--- src/rtl/snake_game_ctrl.sv ---
// Game sequencer for the VGA snake: RUN/OVER/WIN FSM, step tick, turn commit, size and apple respawn.
// Define SPEEDUP_EN to shorten the step period by TICK_DEC per apple eaten, floored at TICK_MIN.
module snake_game_ctrl #(
    parameter int TICK_INIT = 1777777,
    parameter int TICK_MIN  = 400000,
    parameter int TICK_DEC  = 100000,
    parameter int MAX_SIZE  = 16
) (
    input  logic       master_clk,
    input  logic       B_reset,
    input  logic       start,
    input  logic       dir_btn,
    input  logic       eat,
    input  logic       hit,
    output logic       step,
    output logic [4:0] direction,
    output logic [6:0] size,
    output logic       respawn,
    output logic       game_over,
    output logic       win,
    output logic [1:0] state_dbg
);

    localparam int TICK_TOP = (TICK_MIN + TICK_DEC > TICK_INIT) ? (TICK_MIN + TICK_DEC) : TICK_INIT;
    localparam int CW = $clog2(TICK_TOP + 1);
    localparam logic [CW-1:0] PERIOD_INIT = CW'(TICK_INIT);
    localparam logic [6:0] SIZE_MAX = 7'(MAX_SIZE);

    localparam logic [4:0] DIR_UP    = 5'b00010;
    localparam logic [4:0] DIR_RIGHT = 5'b10000;
    localparam logic [4:0] DIR_DOWN  = 5'b01000;
    localparam logic [4:0] DIR_LEFT  = 5'b00100;

    typedef enum logic [1:0] {
        S_IDLE = 2'd0,
        S_RUN  = 2'd1,
        S_OVER = 2'd2,
        S_WIN  = 2'd3
    } state_t;

    state_t        state;
    state_t        state_nxt;
    logic [CW-1:0] cnt;
    logic [CW-1:0] period;
    logic [CW-1:0] period_dec;
    logic          pend_turn;
    logic          eat_q;
    logic          tick_due;
    logic          eat_edge;
    logic          eat_evt;
    logic          turn_req;
    logic          at_win;
    logic [4:0]    dir_cw;

    // >= rather than == so a period shortened below the running count wraps at once
    assign tick_due = (cnt >= period - CW'(1));
    assign eat_edge = eat & ~eat_q;
    assign at_win   = (size >= SIZE_MAX - 7'd1);

`ifdef SPEEDUP_EN
    localparam logic [CW-1:0] P_MIN = CW'(TICK_MIN);
    localparam logic [CW-1:0] P_DEC = CW'(TICK_DEC);

    always_comb begin
        period_dec = P_MIN;
        if (period > P_MIN + P_DEC) begin
            period_dec = period - P_DEC;
        end
    end
`else
    assign period_dec = PERIOD_INIT;
`endif

    always_comb begin
        dir_cw = DIR_UP;
        case (direction)
            DIR_UP:    dir_cw = DIR_RIGHT;
            DIR_RIGHT: dir_cw = DIR_DOWN;
            DIR_DOWN:  dir_cw = DIR_LEFT;
            DIR_LEFT:  dir_cw = DIR_UP;
            default:   dir_cw = DIR_UP;
        endcase
    end

    always_ff @(posedge master_clk) begin
        if (B_reset) begin
            state <= S_IDLE;
        end else begin
            state <= state_nxt;
        end
    end

    always_comb begin
        state_nxt = state;
        step      = 1'b0;
        eat_evt   = 1'b0;
        turn_req  = 1'b0;
        if (B_reset || !start) begin
            state_nxt = S_IDLE;
        end else begin
            case (state)
                S_IDLE: state_nxt = S_RUN;
                S_RUN: begin
                    // hit wins over everything else in the cycle: no step, eat dropped
                    if (hit) begin
                        state_nxt = S_OVER;
                    end else begin
                        step     = tick_due;
                        eat_evt  = eat_edge;
                        turn_req = dir_btn;
                        if (eat_edge && at_win) begin
                            state_nxt = S_WIN;
                        end
                    end
                end
                default: state_nxt = state;
            endcase
        end
        game_over = (state == S_OVER);
        win       = (state == S_WIN);
        state_dbg = state;
    end

    always_ff @(posedge master_clk) begin
        if (B_reset) begin
            eat_q <= 1'b0;
        end else begin
            eat_q <= eat;
        end
    end

    always_ff @(posedge master_clk) begin
        if (B_reset || !start) begin
            cnt       <= '0;
            period    <= PERIOD_INIT;
            pend_turn <= 1'b0;
            direction <= DIR_UP;
            size      <= 7'd1;
            respawn   <= 1'b0;
        end else begin
            respawn <= 1'b0;
            if (state == S_RUN) begin
                cnt <= tick_due ? '0 : cnt + CW'(1);
            end
            // one turn per step: later presses are dropped while a turn is pending
            if (step) begin
                if (pend_turn) begin
                    direction <= dir_cw;
                    pend_turn <= 1'b0;
                end
            end else if (turn_req) begin
                pend_turn <= 1'b1;
            end
            if (eat_evt) begin
                period <= period_dec;
                if (at_win) begin
                    size <= SIZE_MAX;
                end else begin
                    size    <= size + 7'd1;
                    respawn <= 1'b1;
                end
            end
        end
    end

endmodule

--- config.mk ---
export PLATFORM = sky130hd
export DESIGN_NAME = snake_game_ctrl
export DESIGN_NICKNAME = d
export VERILOG_FILES = /design/src/rtl/snake_game_ctrl.sv
export SDC_FILE = /design/constraint.sdc
export NUM_CORES = 1
export LEC_CHECK = 0
export ABC_CLOCK_PERIOD_IN_PS = 1740
export CAP_MARGIN = 10
export CORE_MARGIN = 4
export CORE_UTILIZATION = 53
export DETAILED_ROUTE_END_ITERATION = 10
export PLACE_DENSITY = 0.78
export SETUP_SLACK_MARGIN = 0.02
export SYNTH_ARGS = -nofsm -noshare
export SYNTH_HDL_FRONTEND = slang
export SYNTH_SLANG_ARGS = --single-unit
--- constraint.sdc ---
create_clock -name master_clk -period 1.74 [get_ports master_clk]
set_input_delay 0.261 -clock master_clk [delete_from_list [all_inputs] [get_ports master_clk]]
set_output_delay 0.261 -clock master_clk [all_outputs]
set_load 0.01 [all_outputs]
==> metrics.cfg, run 1 <==
[detailed_routing]
dr.pass1.iters = 4
ant_nets = 0
wl_um = 4830
viasPerCell = 5.57
drc = 0
num_vias = 1771
drt_iter0_drc = 133
wl_per_cell_um = 15.2

[sta]
rsz0062_at_grt = true
fmax_mhz = 546
min_period_ns = 1.83
finalHoldViolations = 0
slew_violations = 0
setup_slack_ns = -0.0924
setup-violations-final = 21
skew_ns = 0.00928
fin_crit_sh_pct = 105

[global_route]
grt_use_total_pct = 24.0
overflow = 0
grt_pass1_vias = 1790
antenna_found_initial = 0
grt_max_degree = 11
grt_pass1_wl_um = 7940

[setup_path]
cp-end-kind = output port
cp_max_fo = 2
worst-path-buf-inv = 1
crit_slowest_cell = dfxtp_2
path_class = register to output port
crit_path_cell_trace = nor4_4 -> nand3_2 -> o2bb2ai_2 -> and3_1 -> buf_2
crit_family = simple AND/OR/NAND/NOR gates
worstPathArrival_ns = 1.57
slowest_delay_ns = 0.35
required_ns = 1.48
worstSetupStartpointType = register

[placed_design]
port_buffers = 22
postPlaceCellArea_um2 = 2290
place_congestion = 0.854
hpwlAfterDp_um = 3100
pre_cts_ws_ns = -0.181

[clocking]
cts.clk_slew.worst_paths_ns = 0.10
cts_tree = yes
cts_buffers = 5
cts_sinks = 37
root_buffer = clkbuf_4
insertion_delay_ns = 0.34
cts_buffer_depth = 2
cts_hold_buf = 0
cts_max_level = 2

[power]
power.density_nw_per_um2 = 551
peakVddDrop_v = 0.000300
leakagePower_uw = 0.000986
total_power_uw = 1430

[finish]
stdcell_area_um2 = 2590
final_common_cell = buf_4
layout_common_cells = buf_4, dfxtp_1, clkdlybuf4s50_1
num-nets-final = 283
diodes = 0
layout-area-overhead-vs-synth_pct = 48.8
drive_gt1_share_pct = 36.9

[synth]
synth-main-ff-cell = dfxtp_1
synth_cell_types = 45
syn_avg_cell_area_um2 = 8.76
synth_nets = 208
synth.yosys.seq_area_share_pct = 42.5
synthXorXnorAreaFrac_pct = 8.54
synth_adder_area_share_pct = 2.15
ys_async_sr_fraction_pct = 0
synth_top_family_by_area = simple AND/OR/NAND/NOR gates
yosys_warnings = 0
ys_ff_latch = 37
synth_compound_area_share_pct = 11.9
syn_inst = 199
synthSimpleGateAreaFrac_pct = 32.7
synthMuxAreaShare_pct = 0
synth_edf_count = 0
syn_area_um2 = 1740

[run]
maxCapViolCount = 0

[floorplan]
coreArea_um2 = 3100
die_area_um2 = 4270
ios = 24
start_util_pct = 56.2
die_h_um = 65.3
row_count = 20
die_x_um = 65.3

[status]
status = finished, violations left
violations = setup timing

[min_path]
hold_class = input port to register

[path summary, 6_finish.rpt]
path,start,to,slack [ns],depth (start not counted)
max,cnt[15]$_SDFFE_PN0P_,step,-0.09,5
max reg2reg,cnt[15]$_SDFFE_PN0P_,cnt[12]$_SDFFE_PN0P_,-0.08,8
min reg2reg,cnt[20]$_SDFFE_PN0P_,cnt[20]$_SDFFE_PN0P_,0.52,2
min,eat,eat_q$_SDFF_PP0_,0.50,2
[worst register-to-register path, stage by stage (launching register included)]
cell and delay [ns]:
dfxtp_2 0.35, nor4_4 0.30, nand3_2 0.14, buf_4 0.16, buf_6 0.11, a2bb2oi_4 0.28, o21ai_4 0.13, buf_6 0.17
nor2_2 0.12
[cells in the mapped netlist (2+ instances only)]
library cell,n,area (um2)
a211oi_1,3,22.5
a21oi_1,10,50.1
a31oi_1,2,12.5
and3_1,3,18.8
and4_1,2,17.5
dfxtp_1,37,741
ha_1,3,37.5
inv_1,5,18.8
nand2_1,17,63.8
nand2b_1,4,25.0
nand3_1,11,55.1
nand3b_1,2,15.0
nand4_1,4,25.0
nand4b_1,3,26.3
nor2_1,30,113
nor2b_1,5,31.3
nor3_1,6,30.0
nor4_1,2,12.5
o21ai_0,6,30.0
or2_2,2,12.5
or3_1,2,12.5
or4_1,2,15.0
xnor2_1,8,70.1
xor2_1,9,78.8
[per-layer routing]
| metal | GRT usage (%) | share of wire, % |
|---|---|---|
| met3 | 5.47 | 7.2 |
| met2 | 42.1 | 51 |
| met5 | 0 | 0 |
| met1 | 27.3 | 39 |
| met4 | 11.1 | 2.0 |
[layout make-up]
| type | count | area [um2] |
|---|---|---|
| Fill cell | 190 | 509 |
| Multi-Input combinational cell | 154 | 1100 |
| Timing Repair Buffer | 71 | 614 |
| Tap cell | 44 | 55.1 |
| Inverter | 5 | 18.8 |
| Sequential cell | 37 | 749 |
| Clock buffer | 7 | 55.1 |
[per-stage QoR]
stage	hold WS (ns)	setup TNS, ns	instances	util [%]
CTS	0.496	-0.0703	314	79.4
finish	0.505	-0.768	318	83.6
global placement	0.469	-0.373	300	73.7
global route	0.508	-2.08	318	83.6
floorplan	0.333	0	199	-
detailed placement	0.490	-0.586	300	73.7
[power breakdown]
part	internal, uW	switching [uW]	total [uW]
Clock	191	270	461
Combinational	54.6	55.7	110
Sequential	852	5.82	858
Total	1100	331	1430
[registers in the layout, summed over array words and instances (netlist names)]
signal / count
size: 7
direction: 4
respawn: 1
pend_turn: 1
cnt: 21
state_dbg: 2
eat_q: 1
[kinds of logic after synthesis]
kind of cell / Yosys count
adder cells (fa/ha/maj): 3
AO/OA/AOI/OAI: 30
AND/OR/NAND/NOR: 103
buffers and inverters: 8
other: 1
flip-flops: 37
XOR/XNOR: 17
[repair_timing]
action | CTS | global route
endpoints found under the hold margin | 0 | 0
cloned | 2 | 1
resized for setup | 27 | 32
pin swaps | 9 | 9
endpoints found under the setup margin | 4 | 26
buffers inserted | 8 | 3
Note: power is estimated with default switching activity, not from simulation.
==> inputs of run 2 (changes only) <==
--- a/config.mk
+++ b/config.mk
@@ -7,6 +7,7 @@
 export LEC_CHECK = 0
 export ABC_CLOCK_PERIOD_IN_PS = 1740
 export CAP_MARGIN = 10
+export CORE_ASPECT_RATIO = 0.8
 export CORE_MARGIN = 4
 export CORE_UTILIZATION = 53
 export DETAILED_ROUTE_END_ITERATION = 10
==> run 2 against run 1 <==
  * The flow still finishes with violations (setup timing)
  * First-iteration DRC count down 41%
  * Sequential power about the same
  * Global-route usage down 1.1 points
  * Non-clock buffer count down 9
  * Highest routed layer unchanged
  * Fmax up 3.9%
  * Combinational power down 13%
  * Largest cell class unchanged
  * Total power up 14%
==> metrics.cfg, run 2 (synthesized netlist as in run 1, its figures left out) <==
[status]
status = finished, violations left  ; unchanged
violations = setup timing  ; unchanged

[finish]
layout-area-overhead-vs-synth_pct = 43.0  ; was 48.8%
num-nets-final = 274  ; was 283
final_common_cell = buf_4  ; unchanged
diodes = 0  ; unchanged
top_register = cnt  ; unchanged
fin_cells = 306  ; was 318
largest_reg_flops = 21  ; unchanged
drive_gt1_share_pct = 30.1  ; was 36.9%
reg.largest.list = cnt (21), size (7), direction (4)  ; unchanged
stdcell_area_um2 = 2490  ; was 2590 um2
layout_common_cells = buf_4, nor2_1, dfxtp_1  ; was buf_4, dfxtp_1, clkdlybuf4s50_1

[clocking]
insertion_delay_ns = 0.30  ; was 0.34 ns
cts_buffers = 5  ; unchanged
root_buffer = clkbuf_8  ; was clkbuf_4
cts_hold_buf = 0  ; unchanged
cts_sinks = 37  ; unchanged
cts_max_level = 2  ; unchanged
cts_buffer_depth = 2  ; unchanged
cts.clk_slew.worst_paths_ns = 0.07  ; was 0.10 ns
cts_tree = yes  ; unchanged

[power]
intPower_uw = 1260  ; was 1100 uW
peakVddDrop_v = 0.000613  ; was 0.000300 V
leakagePower_uw = 0.000972  ; was 0.000986 uW
p_seq_share_pct = 52.6  ; was 60.0%
pwr-share-comb_pct = 5.8  ; was 7.7%
pwr-share-clk_pct = 41.5  ; was 32.2%
total_power_uw = 1630  ; was 1430 uW
switching_share_pct = 22.8  ; was 23.2%
power.density_nw_per_um2 = 653  ; was 551 nW/um2
switching_power_uw = 371  ; was 331 uW

[min_path]
hold_class = register to register  ; was input port to register

[sta]
setup-violations-final = 1  ; was 21
fmax_mhz = 567  ; was 546 MHz
finalHoldViolations = 0  ; unchanged
skew_ns = 0.00827  ; was 0.00928 ns
slew_violations = 0  ; unchanged
rsz0062_at_grt = true  ; unchanged
hold_ws_ns = 0.494  ; was 0.505 ns
min_period_ns = 1.76  ; was 1.83 ns
fin_crit_sh_pct = 101  ; was 105%
setup_slack_ns = -0.0238  ; was -0.0924 ns

[placed_design]
place_congestion = 0.882  ; was 0.854
postPlaceCellArea_um2 = 2270  ; was 2290 um2
post-place-cells = 293  ; was 300
port_buffers = 22  ; unchanged
hpwlAfterDp_um = 3340  ; was 3100 um

[global_route]
grt_max_degree = 19  ; was 11
grt_use_met1_pct = 26.6  ; was 27.3%
use_met2_pct = 39.0  ; was 42.1%
grt-busiest-layer = met2  ; unchanged
overflow = 0  ; unchanged
grt_pass1_vias = 1678  ; was 1790
antenna_found_initial = 0  ; unchanged
grt_use_total_pct = 22.9  ; was 24.0%
use_met3_pct = 7.29  ; was 5.47%
grt_pass1_wl_um = 7550  ; was 7940 um

[setup_path]
cp_max_fo = 2  ; unchanged
cp-end-kind = output port  ; unchanged
worstPathArrival_ns = 1.50  ; was 1.57 ns
path_class = register to output port  ; unchanged
worstSetupStartpointType = register  ; unchanged
required_ns = 1.48  ; about the same

[floorplan]
coreArea_um2 = 3130  ; was 3100 um2
die_x_um = 72.1  ; was 65.3 um
start_util_pct = 55.7  ; was 56.2%
die_area_um2 = 4280  ; was 4270 um2
ios = 24  ; unchanged
row_count = 18  ; was 20
die_h_um = 59.3  ; was 65.3 um

[detailed_routing]
ant_nets = 0  ; unchanged
dr.pass1.iters = 4  ; unchanged
drt_iter0_drc = 79  ; was 133
drc = 0  ; unchanged
wl_per_cell_um = 15.5  ; was 15.2 um
wl_um = 4740  ; was 4830 um
num_vias = 1734  ; was 1771
viasPerCell = 5.67  ; was 5.57

[run]
maxCapViolCount = 0  ; unchanged

-- run 2: final cells by class --
type	instances	area, um2
multi-input cells	154	1020
flip-flops and latches	37	757
fillers	192	638
repair buffers	62	541
clock buffers	7	96.3
well taps	40	50.0
inverters	5	18.8
clock inverters	1	5.00
-- run 2: worst max-delay path: stages, from the launching register on --
cell	delay [ns]
dfxtp_2	0.34
nor4_4	0.28
nand3_2	0.13
o2bb2ai_2	0.14
and3_1	0.17
buf_2	0.14
-- run 2: what timing repair did --
item	in CTS	in global routing
buffers inserted	0	5
endpoints found under the setup margin	3	24
resized for setup	13	19
pin swaps	3	9
-- run 2: routing by layer --
| layer | share of wire, % | wire length [um] |
|---|---|---|
| met1 | 42 | 1990 |
| met2 | 52 | 2450 |
| met3 | 5.0 | 236 |
| met4 | 1.4 | 66 |
| met5 | 0 | 0 |
-- run 2: final timing paths --
kind,from,end,cells past startpoint,slack [ns]
setup reg to reg,cnt[11]$_SDFFE_PN0P_,cnt[12]$_SDFFE_PN0P_,7,0.08
hold reg to reg,cnt[20]$_SDFFE_PN0P_,cnt[20]$_SDFFE_PN0P_,2,0.49
setup / recovery,cnt[11]$_SDFFE_PN0P_,step,5,-0.02
hold / removal,cnt[20]$_SDFFE_PN0P_,cnt[20]$_SDFFE_PN0P_,2,0.49
-- run 2: power groups by stage --
stage	clock network, uW	logic [uW]	registers, uW
final	676	95.2	857
after CTS	677	92.8	857
after detailed placement	0	92.8	876
after global placement	0	88.7	876
after floorplan	0	38.2	878
after global routing	713	101	858
-- run 2: stage by stage --
stage | worst slack (ns) | util, % | setup TNS, ns
2_1_floorplan | 0.173 | - | 0
3_3_place_gp | -0.164 | 72.6 | -0.389
3_5_place_dp | -0.187 | 72.6 | -0.540
4_1_cts | -0.0823 | 76.8 | -0.0823
5_1_grt | -0.0609 | 79.6 | -0.138
6_report | -0.0238 | 79.6 | -0.0238
